### src/rtl/carry_select_subtractor_seq.sv
// Sequential carry-select subtractor: computes diff = a - b - bin one SLICE-bit slice per clock,
// LSB slice first, with valid/ready handshakes on both the operand and result sides.
module carry_select_subtractor_seq #(
  parameter int WIDTH = 16,
  parameter int SLICE = 4
) (
  input  logic             clk,
  input  logic             rst,
  input  logic             in_valid,
  output logic             in_ready,
  input  logic [WIDTH-1:0] a,
  input  logic [WIDTH-1:0] b,
  input  logic             bin,
  output logic             out_valid,
  input  logic             out_ready,
  output logic [WIDTH-1:0] diff,
  output logic             bout,
  output logic             ovf
);

  localparam int NSLICE = WIDTH / SLICE;
  localparam int IDXW   = (NSLICE > 1) ? $clog2(NSLICE) : 1;
  localparam int MSB    = WIDTH - 1;
  localparam logic [IDXW-1:0] LAST_IDX = IDXW'(NSLICE - 1);

  if ((WIDTH % SLICE) != 0 || WIDTH < SLICE) begin : g_bad_width
    $error("carry_select_subtractor_seq: WIDTH must be a positive multiple of SLICE");
  end

  typedef enum logic [1:0] {IDLE, RUN, DONE} state_t;

  state_t           state;
  state_t           state_nxt;
  logic [WIDTH-1:0] a_q;
  logic [WIDTH-1:0] nb_q;
  logic             carry;
  logic [IDXW-1:0]  idx;
  logic             accept;

  logic [SLICE-1:0] a_s;
  logic [SLICE-1:0] nb_s;
  logic [SLICE:0]   s0;
  logic [SLICE:0]   s1;
  logic [SLICE:0]   sel;

  // Both candidate slice sums are formed up front; the running carry only steers the mux.
  always_comb begin
    a_s  = a_q[SLICE*int'(idx) +: SLICE];
    nb_s = nb_q[SLICE*int'(idx) +: SLICE];
    s0   = {1'b0, a_s} + {1'b0, nb_s};
    s1   = s0 + (SLICE+1)'(1);
    sel  = carry ? s1 : s0;
  end

  // NOTE: every output of this block gets a default before the case statement, so no latch
  // can be inferred on any path that leaves a signal unassigned.
  always_comb begin
    state_nxt = state;
    in_ready  = 1'b0;
    out_valid = 1'b0;
    case (state)
      IDLE: begin
        in_ready = !rst;
        if (in_valid) state_nxt = RUN;
      end
      RUN: begin
        if (idx == LAST_IDX) state_nxt = DONE;
      end
      DONE: begin
        out_valid = 1'b1;
        if (out_ready) state_nxt = IDLE;
      end
      default: state_nxt = IDLE;
    endcase
  end

  assign accept = in_valid && in_ready;

  // NOTE: sequential state is always written with non-blocking assignments so every register
  // samples the pre-edge values of the others, independent of statement order.
  always_ff @(posedge clk) begin
    if (rst) state <= IDLE;
    else     state <= state_nxt;
  end

  // NOTE: the operand registers carry no reset; they are only read in RUN, which is always
  // entered through a load, so resetting them would buy nothing.
  always_ff @(posedge clk) begin
    if (accept) begin
      a_q  <= a;
      nb_q <= ~b;
    end
  end

  always_ff @(posedge clk) begin
    if (rst) begin
      idx   <= '0;
      carry <= 1'b0;
      diff  <= '0;
      bout  <= 1'b0;
      ovf   <= 1'b0;
    end else if (accept) begin
      carry <= ~bin;
      idx   <= '0;
    end else if (state == RUN) begin
      diff[SLICE*int'(idx) +: SLICE] <= sel[SLICE-1:0];
      carry <= sel[SLICE];
      idx   <= idx + IDXW'(1);
      if (idx == LAST_IDX) begin
        bout <= ~sel[SLICE];
        // Operand signs differ exactly when a and ~b share an MSB.
        ovf  <= (a_q[MSB] == nb_q[MSB]) && (sel[SLICE-1] != a_q[MSB]);
      end
    end
  end

endmodule

### config.mk
export PLATFORM = sky130hd
export DESIGN_NAME = carry_select_subtractor_seq
export DESIGN_NICKNAME = d
export VERILOG_FILES = /design/src/rtl/carry_select_subtractor_seq.sv
export SDC_FILE = /design/constraint.sdc
export NUM_CORES = 1
export LEC_CHECK = 0
export ABC_CLOCK_PERIOD_IN_PS = 3600
export CAP_MARGIN = 20
export CORE_MARGIN = 2
export CORE_UTILIZATION = 60
export CTS_CLUSTER_SIZE = 14
export DETAILED_ROUTE_END_ITERATION = 10
export DONT_BUFFER_PORTS = 1
export HOLD_SLACK_MARGIN = 0.08
export PLACE_DENSITY = 0.77
export SLEW_MARGIN = 20
export SYNTH_ARGS = -nofsm -noshare
export SYNTH_HDL_FRONTEND = slang
export SYNTH_SLANG_ARGS = --single-unit
### constraint.sdc
create_clock -name clk -period 3.6 [get_ports clk]
set_input_delay 0.9 -clock clk [delete_from_list [all_inputs] [get_ports clk]]
set_output_delay 0.9 -clock clk [all_outputs]
set_load 0.005 [all_outputs]
==> results.md <==
- Status: finished, final reports clean
- Placed Area: 2530 sq um
- Pwr Density: 461 nW/um^2
- RSZ-0062 raised after global routing: false
- Antenna violations before repair: 0
- Hpwl dp: 3.37 mm
- Avg WL per Cell: 17.2 um
- Grt ovf: 0
- FF-to-FF setup slack: 0.59 ns
- Worst Setup Start Kind: flop
- Synth-to-layout area growth: 5.71%
- XOR/XNOR Fraction of Synth Area: 0.0228
- Port bufs: 0
- Mux cell area share after synthesis: 0.0728
- Arr. time, crit path: 3.20 ns
- Vias per cell: 6.03
- DRC Markers: 0
- Maximum number of pins on one net before global-route repair: 33
- Clk_skew: 0.00596 ns
- Post-route core utilization: 0.659
- Synth top area share: 0.388
- Clk sink count: 55
- Top cells by area, synth: edfxtp_1 39%, dfxtp_1 19%, mux4_2 7.3%, ha_1 5.6%, inv_1 4.1%
- Main combinational cell family by area after synthesis: simple AND/OR/NAND/NOR gates
- Initial Util: 0.623
- Slowest CP cell: mux4_2
- Number of max-cap violations: 0
- Post-synth EDFFs: 32
- Cts repair resizes: 0
- Synth Area in Compound Gates: 0.0950
- Initial DRC Count: 87
- Die height: 68.2 um
- Global placer's final weighted congestion: 0.790
- CTS tree: done
- Row count: 23
- Synth Area in Adders: 0.0637
- First-pass GRT wire length: 7.00 mm
- Chip width: 68.2 um
- # IOs: 57
- Commonest cells post-synth: 32 x edfxtp_1, 27 x inv_1, 23 x dfxtp_1, 19 x nor2_1, 13 x a22oi_1
- Worst hold path class: flop to flop
- Clock slew at reported path FFs: 0.09 ns
- # hold bufs at CTS: 0
- #FFs+latches synth: 55
- Post-Route WL: 4.34 mm
- Core footprint: 3970 sq um
- Pwr Total: 1.21 mW
- Cells after Synth: 197
- Post-CTS Setup Repair Bufs: 0
- Crit share post-route: 0.835
- Hold Vio Cnt, Final: 0
- CTS root buf: clkbuf_8
- Worst-path cell chain: buf_4 > mux4_2 > inv_2 > fa_1 > inv_1 > ha_1 > nand3_1 > o31ai_1 > a22oi_1 > a32o_1
- Syn_area_per_cell: 12.6 sq um
- TritonRoute pass-1 iters: 4
- LEAKAGE: 0.976 nW
- Layout cells sized above 1: 0.124
- Crit-path max cell delay: 0.55 ns
- CP Capture Type: flop
- Synth cell types: 39
- H-tree Lvls: 2
- Kind of critical path: flop to flop
- DRT antenna net count: 0
- Most common cell in the netlist: edfxtp_1
- Sequential area share after synthesis: 0.574
- Via Count: 1519
- CTS max path bufs: 2
- Crit path required time: 3.80 ns
- Measured slew at the worst slew-check pin: 0.600 ns
- Fin Setup TNS: 0 ns
- Cell Area, Synth: 2470 sq um
- Final setup fails: 0
- Synth area leader: edfxtp_1
- Final instance area: 2620 sq um
- Max-slew headroom: 0.599
- Final worst path period need: 3.01 ns
- TritonCTS Buffers: 5
- Total global-route track usage: 0.212
- Synth warn: 0
- NumNets Final: 250
- Inserted Diodes: 0
- Max Slew Vio Count: 0
- Clk_lat worst skew: 0.30 ns
- CP Max Fanout: 7
- Syn Nets: 246
- Async set-reset flop share out of synthesis: 0
- Max frequency: 0.333 GHz
- Peak supply drop: 0.284 mV
- Top_reg_cell synth: edfxtp_1
- Die Area: 4650 sq um
- Post-Synth Simple-Gate Area: 0.117
- Vias in the first global route: 1519
## cells by family (layout without fill, tap and decap cells)
| logic type | after synthesis | count (layout) |
|---|---|---|
| mux | 8 | 8 |
| fa+ha+maj | 12 | 12 |
| flops | 55 | 55 |
| simple gates | 49 | 49 |
| compound gates | 34 | 34 |
| buf+inv | 35 | 40 |
| xor+xnor | 4 | 4 |
## power by group
group | switching (mW) | internal [mW]
Sequential | 0.0158 | 0.689
Clock | 0.177 | 0.137
Combinational | 0.108 | 0.0806
## final cells by class
cell class	instances	area [sq um]
Sequential cell	55	1420
Fill cell	287	1360
Multi-Input combinational cell	107	920
Inverter	29	109
Clock buffer	7	76.3
Tap cell	50	62.6
Timing Repair Buffer	3	22.5
Clock inverter	1	5.00
## layout by cell type, fill, tap and decap left out, types with 2 or more instances in the layout
master,count
edfxtp_1,32
inv_1,27
dfxtp_1,23
nor2_1,19
a22oi_1,13
ha_1,11
nand2_1,9
mux4_2,8
nand3_1,5
clkbuf_8,5
o21ai_1,4
a21oi_1,4
nor3_1,3
nor4b_4,3
a21o_1,3
buf_4,3
o21ai_0,2
nor3b_1,2
nor4_1,2
a31oi_1,2
clkbuf_1,2
## critical path: cells and delay by family, from the launching register on
kind	cells	cell delay, ns
fa+ha+maj	2	0.60
simple gates	1	0.14
mux	1	0.55
flops	1	0.51
buf+inv	3	0.42
compound gates	3	0.67
## path summary, 6_finish.rpt
path                              start      end  cells after the start
worst max-delay path             idx[0]     bout                     10
worst min-delay path            diff[3]  diff[3]                      2
worst max register to register   idx[0]     bout                     10
worst min register to register  diff[3]  diff[3]                      2
## per-layer routing
layer  vias to the layer above  track usage  part of all wire
met2                        72        0.370              0.52
met4                         0        0.103             0.032
met1                       708        0.230              0.38
met5                         -            0                 0
met3                        18       0.0707             0.065
li1                        721            -                 -
## stage by stage
step / setup WS, ns / std cells / hold WS [ns]
floorplan: 0.679 / 197 / 0.453
global placement: 0.800 / 244 / 0.470
detailed placement: 0.635 / 244 / 0.472
CTS: 0.623 / 252 / 0.484
global route: 0.447 / 252 / 0.495
finish: 0.595 / 252 / 0.479
## state kept, by name, indices dropped and copies added, names as in the netlist
name,cells
a_q,16
bout,1
carry,1
diff,16
idx,2
nb_q,16
ovf,1
state,2
No activity file was read; power rests on OpenSTA's default activity.
